===== src/rtl/quadencoder_pkg.sv =====
// Constants shared by the quadrature encoder and its index-homing sequencer.
package quadencoder_pkg;

  localparam logic [1:0] IDX_IDLE    = 2'd0;
  localparam logic [1:0] IDX_ARM     = 2'd1;
  localparam logic [1:0] IDX_SEARCH  = 2'd2;
  localparam logic [1:0] IDX_RELEASE = 2'd3;

  typedef enum logic [1:0] {
    ST_IDLE    = IDX_IDLE,
    ST_ARM     = IDX_ARM,
    ST_SEARCH  = IDX_SEARCH,
    ST_RELEASE = IDX_RELEASE
  } idx_state_e;

  // Cycles indexenable is held low so the encoder drops its index-wait latch.
  localparam int RELEASE_CYCLES = 2;
  localparam int REL_W          = $clog2(RELEASE_CYCLES + 1);

  // Encoder handshake levels: indexout is high while the encoder waits for Z.
  localparam logic INDEX_WAIT_LVL  = 1'b1;
  localparam logic INDEX_ENABLE_ON = 1'b1;

endpackage


===== src/rtl/quadencoder_timeout_cnt.sv =====
// Saturating up-counter with synchronous clear and enable. The match output
// flags count == limit-1. A limit of zero never matches.
module quadencoder_timeout_cnt #(
  parameter int W = 24
) (
  input  logic         clk,
  input  logic         rst_n,
  input  logic         clr_i,
  input  logic         en_i,
  input  logic [W-1:0] limit_i,
  output logic         match_o
);
  logic [W-1:0] count_q, count_d;

  always_comb begin
    count_d = count_q;
    if (clr_i)
      count_d = '0;
    else if (en_i && (count_q != '1))
      count_d = count_q + W'(1);
  end

  always_ff @(posedge clk) begin
    if (!rst_n) count_q <= '0;
    else        count_q <= count_d;
  end

  assign match_o = (limit_i != '0) && (count_q == (limit_i - W'(1)));

endmodule


===== src/rtl/quadencoder_index_ctrl.sv =====
// Index-homing sequencer: IDLE -> ARM (wait indexout) -> SEARCH (wait Z) ->
// RELEASE (indexenable low) -> IDLE. Captures the pre-reset count on a hit.
module quadencoder_index_ctrl
  import quadencoder_pkg::*;
#(
  parameter int BITS         = 32,
  parameter int TIMEOUT_BITS = 24
) (
  input  logic                    clk,
  input  logic                    rst_n,
  input  logic                    arm,
  input  logic                    abort,
  input  logic [TIMEOUT_BITS-1:0] timeout,
  input  logic                    indexout,
  input  logic signed [BITS-1:0]  position,
  output logic                    indexenable,
  output logic                    busy,
  output logic                    done,
  output logic                    timed_out,
  output logic                    aborted,
  output logic                    homed,
  output logic signed [BITS-1:0]  latched_pos
);
  idx_state_e             state_q;
  logic [REL_W-1:0]       rel_q;
  logic signed [BITS-1:0] pos_prev_q, latched_q;
  logic ie_q, busy_q, done_q, timed_out_q, aborted_q, homed_q;
  logic cnt_clr, cnt_en, cnt_match, hit;

  assign cnt_clr = (state_q == ST_IDLE) && arm;
  assign cnt_en  = (state_q == ST_ARM) || (state_q == ST_SEARCH);
  assign hit     = (state_q == ST_SEARCH) && (indexout != INDEX_WAIT_LVL);

  quadencoder_timeout_cnt #(.W(TIMEOUT_BITS)) u_timeout_cnt (
    .clk     (clk),
    .rst_n   (rst_n),
    .clr_i   (cnt_clr),
    .en_i    (cnt_en),
    .limit_i (timeout),
    .match_o (cnt_match)
  );

  always_ff @(posedge clk) begin
    if (!rst_n) begin
      state_q     <= ST_IDLE;
      rel_q       <= '0;
      pos_prev_q  <= '0;
      latched_q   <= '0;
      ie_q        <= 1'b0;
      busy_q      <= 1'b0;
      done_q      <= 1'b0;
      timed_out_q <= 1'b0;
      aborted_q   <= 1'b0;
      homed_q     <= 1'b0;
    end else begin
      pos_prev_q  <= position;
      done_q      <= 1'b0;
      timed_out_q <= 1'b0;
      aborted_q   <= 1'b0;
      case (state_q)
        ST_IDLE: begin
          if (arm) begin
            state_q <= ST_ARM;
            ie_q    <= INDEX_ENABLE_ON;
            busy_q  <= 1'b1;
            homed_q <= 1'b0;
          end
        end
        ST_ARM, ST_SEARCH: begin
          // Priority: hit, then abort, then timeout; all three end in RELEASE.
          if (hit || abort || cnt_match) begin
            state_q <= ST_RELEASE;
            rel_q   <= REL_W'(RELEASE_CYCLES - 1);
            ie_q    <= ~INDEX_ENABLE_ON;
            if (hit) begin
              done_q    <= 1'b1;
              homed_q   <= 1'b1;
              latched_q <= pos_prev_q;
            end else if (abort) begin
              aborted_q <= 1'b1;
            end else begin
              timed_out_q <= 1'b1;
            end
          end else if ((state_q == ST_ARM) && (indexout == INDEX_WAIT_LVL)) begin
            state_q <= ST_SEARCH;
          end
        end
        ST_RELEASE: begin
          if (rel_q == '0) begin
            state_q <= ST_IDLE;
            busy_q  <= 1'b0;
          end else begin
            rel_q <= rel_q - REL_W'(1);
          end
        end
        default: state_q <= ST_IDLE;
      endcase
    end
  end

  assign indexenable = ie_q;
  assign busy        = busy_q;
  assign done        = done_q;
  assign timed_out   = timed_out_q;
  assign aborted     = aborted_q;
  assign homed       = homed_q;
  assign latched_pos = latched_q;

endmodule


===== config.mk =====
export PLATFORM = sky130hd
export DESIGN_NAME = quadencoder_index_ctrl
export DESIGN_NICKNAME = d
export VERILOG_FILES = /design/src/rtl/quadencoder_pkg.sv /design/src/rtl/quadencoder_timeout_cnt.sv /design/src/rtl/quadencoder_index_ctrl.sv
export SDC_FILE = /design/constraint.sdc
export NUM_CORES = 1
export LEC_CHECK = 0
export CELL_PAD_IN_SITES_DETAIL_PLACEMENT = 1
export CELL_PAD_IN_SITES_GLOBAL_PLACEMENT = 2
export CORE_ASPECT_RATIO = 0.8
export CORE_UTILIZATION = 32
export DETAILED_ROUTE_END_ITERATION = 12
export GPL_TIMING_DRIVEN = 0
export PLACE_DENSITY = 0.95
export SYNTH_ARGS = -nofsm -noshare
export SYNTH_HDL_FRONTEND = slang
export SYNTH_SLANG_ARGS = --single-unit

===== constraint.sdc =====
create_clock -name clk -period 7.6 [get_ports clk]
set_clock_uncertainty 0.15 [all_clocks]
set_input_delay 1.52 -clock clk [delete_from_list [all_inputs] [get_ports clk]]
set_output_delay 1.52 -clock clk [all_outputs]
set_load 0.05 [all_outputs]

==> results by group <==
Floorplan
  • Core area: 14300 um^2
  • Starting Density: ~33%
  • Die height: between 100 and 150 um
  • Rows: 39
  • I/O pin count: a little under 100
  • Die width: between 100 and 150 um
  • Die ar.: around 15000 um^2

Global route
  • Pin count of the biggest net entering global routing: 21
  • First-pass GRT wire length: 23200 um
  • All-Layer GR Usage: about a fifth
  • Initial antenna violation count: 0
  • Number of global-route vias before repair: approximately 4700
  • Total grt overflow: 0

Synth
  • Most used DFF post-synth: dfxtp_1
  • Most frequent cells after synthesis: nand2_1 (99), dfxtp_1 (98), a21oi_1 (49), nor2_1 (47), and2_1 (35)
  • Top cells by area, synth: dfxtp_1 (41%), nand2_1 (7.9%), a21oi_1 (5.2%), and2_1 (4.6%), xor2_1 (4.6%)
  • Area leader, netlist: dfxtp_1
  • Syn Inst Count: ~570
  • Syn Area/Cell: roughly 8.3 um^2
  • Post-synthesis register bit count: 98
  • Syn nets: 641
  • Unique masters post-synth: 64
  • Count leader, synth: nand2_1
  • Synth warn: 0
  • Number of synthesized flops with an enable pin: 0
  • Netlist Area Pre-Place: 4730 um^2
  • Post-synth top area share: 41.4%
  • Seq/Total Area, Yosys: 41.4%
  • Ys async rst share: 0%

Clock tree
  • Clock transition at path regs: roughly 70 ps
  • Clock Latency Late Sink: ~340 ps
  • CTS root buf: clkbuf_16
  • H-tree levels: 3
  • Number of hold buffers added after cts: 0
  • Post-CTS Setup Inserts: 0
  • Clock Tree Buf Depth: 2
  • TritonCTS clock tree: yes
  • TritonCTS Buffers: 9
  • CTS sink cnt: roughly 100
  • Post-CTS Resized: 0

Drt
  • Post-DRT Antenna Nets: 0
  • DR vias/cell: 5.15
  • # DRC: 0
  • Mean routed wirelength per cell: between 15 and 20 um
  • Initial drt markers: roughly 240
  • Drt pass-1 iters: 4
  • Total wire length: around 14000 um
  • Via Count: ~4500

Worst setup path
  • Crit path cell chain: clkdlybuf4s50_1 -> inv_1 -> ha_1 -> clkbuf_1 -> nor4b_1 -> nand4_1 -> xnor2_1 -> nor4bb_1 -> nand4_1 -> nor4_4 -> and4_1 -> nor3_2
  • Worst path arrival time: approximately 5300 ps
  • Crit path largest cell delay: about 900 ps
  • Worst Path Max Fanout: 8
  • Critical path capture point type: flip-flop
  • Top cell by count, worst path: nand4_1
  • Slowest CP cell: nor4b_1
  • Worst Reg-to-Reg Cells: 9
  • Crit path kind: in2reg
  • Critical path required time: 7680 ps
  • Startpoint Class: input pin

Power
  • Tot Pwr: roughly 1.3 mW
  • Static Leakage: 2.09 nW
  • Pwr dens: 216 nW/um^2
  • VDD IR max: between 0.1 and 0.15 mV

Status
  • Status: finished clean

Run
  • Max_cap viols: 0

Timing
  • Final period util: 68.4%
  • Worst slew pin tran: about 1100 ps
  • Count of final max-slew check failures: 0
  • Finish-stage setup viols: 0
  • Fin Setup TNS: 0 ps
  • Period minus WS final: 5200 ps
  • Slew HR: between 20% and 30%
  • Endpoints failing hold: 0
  • Hold WS: around 290 ps
  • RSZ-0062 raised after global routing: false
  • Fmax: between 150 and 200 MHz

Cells and area
  • Final antenna diode count: 0
  • NumNets Final: 745
  • Sequential Area: ~2000 um^2
  • Multi-input logic area: about 2600 um^2
  • Number of fill cells: ~1700
  • Final Util: a little over two fifths
  • Fraction of layout cells with a size suffix above 1: approximately 5.3%
  • Layout area overhead: 31.0%
  • Non-Filler Instances: 866

Placed design
  • Gpl congestion: 0.868
  • Final HPWL DP: around 11000 um
  • Placed cell count: 850
  • I/O Buffers: 93

Min path
  • Min-delay worst type: reg2reg
  • Worst hold stages: 2
routing by layer:
metal / global-route usage (%) / up-vias / routed length (um)
met5: 0 / - / 0
met2: 32.2 / 78 / 6890
li1: - / 2175 / -
met3: 2.97 / 19 / 376
met4: 5.36 / 0 / 232
met1: 25.5 / 2190 / 6800
area by class of cell:
type                    count  share of cell area (%)
multi-input cells         435                    41.9
flip-flops and latches     98                    31.6
repair buffers             93                    15.0
well taps                 184                    3.71
clock buffers               9                    3.63
plain buffers              30                    2.22
clock inverters             7                    1.31
inverters                  10                   0.605
worst paths after layout:
kind                                  from                        end  slack [ps]
hold / removal               pos_prev_q[1]             latched_pos[1]         290
hold reg to reg              pos_prev_q[1]             latched_pos[1]         290
setup / recovery                timeout[0]                   rel_q[0]        2400
setup reg to reg  u_timeout_cnt.count_q[7]  u_timeout_cnt.count_q[23]        4410
worst max-delay path, delay by kind of cell:
kind	cells	cell delay [ps]
and+or+nand+nor	7	2350
buffers and inverters	3	940
xor gates and xnor gates	1	310
adders and majority gates	1	140
through the flow:
stage	instance area (um^2)	setup WS, ps
3_3_place_gp	5890	2170
2_1_floorplan	4730	3330
5_1_grt	6200	2050
4_1_cts	6200	2510
3_5_place_dp	5890	2130
6_report	6200	2400
logic make-up (layout without fill, tap and decap cells):
kind of cell / Yosys count / count (layout) / synth area share [%]
buffers and inverters: 40 / 149 / 3.70
DFF: 98 / 98 / 41.4
AOI/OAI and AO/OA: 94 / 94 / 12.1
adders and majority gates: 7 / 7 / 1.85
muxes: 3 / 3 / 0.661
and+or+nand+nor: 281 / 281 / 30.7
xor gates and xnor gates: 50 / 50 / 9.54
layout by cell type (no fill, tap or decap), types with 13 or more instances in the layout:
cell type	count
clkbuf_1	25
dfxtp_1	98
and2_1	35
xnor2_1	24
a21oi_1	49
clkdlybuf4s50_1	93
nand4_1	13
nor2_1	47
xor2_1	25
nor3_1	15
nand2_1	99
registers in the layout, summed over array words and instances, names as in the netlist:
name                   count
busy                       1
pos_prev_q                32
indexenable                1
u_timeout_cnt.count_q     24
homed                      1
timed_out                  1
latched_pos               32
aborted                    1
rel_q                      2
done                       1
state_q                    2
power breakdown:
group	leakage (nW)	switching, mW	internal [mW]
clock	0.150	0.224	0.235
sequential	0.800	0.0207	0.542
combinational	1.14	0.196	0.121
total	2.09	0.441	0.898
(Power assumes the default switching activity.)
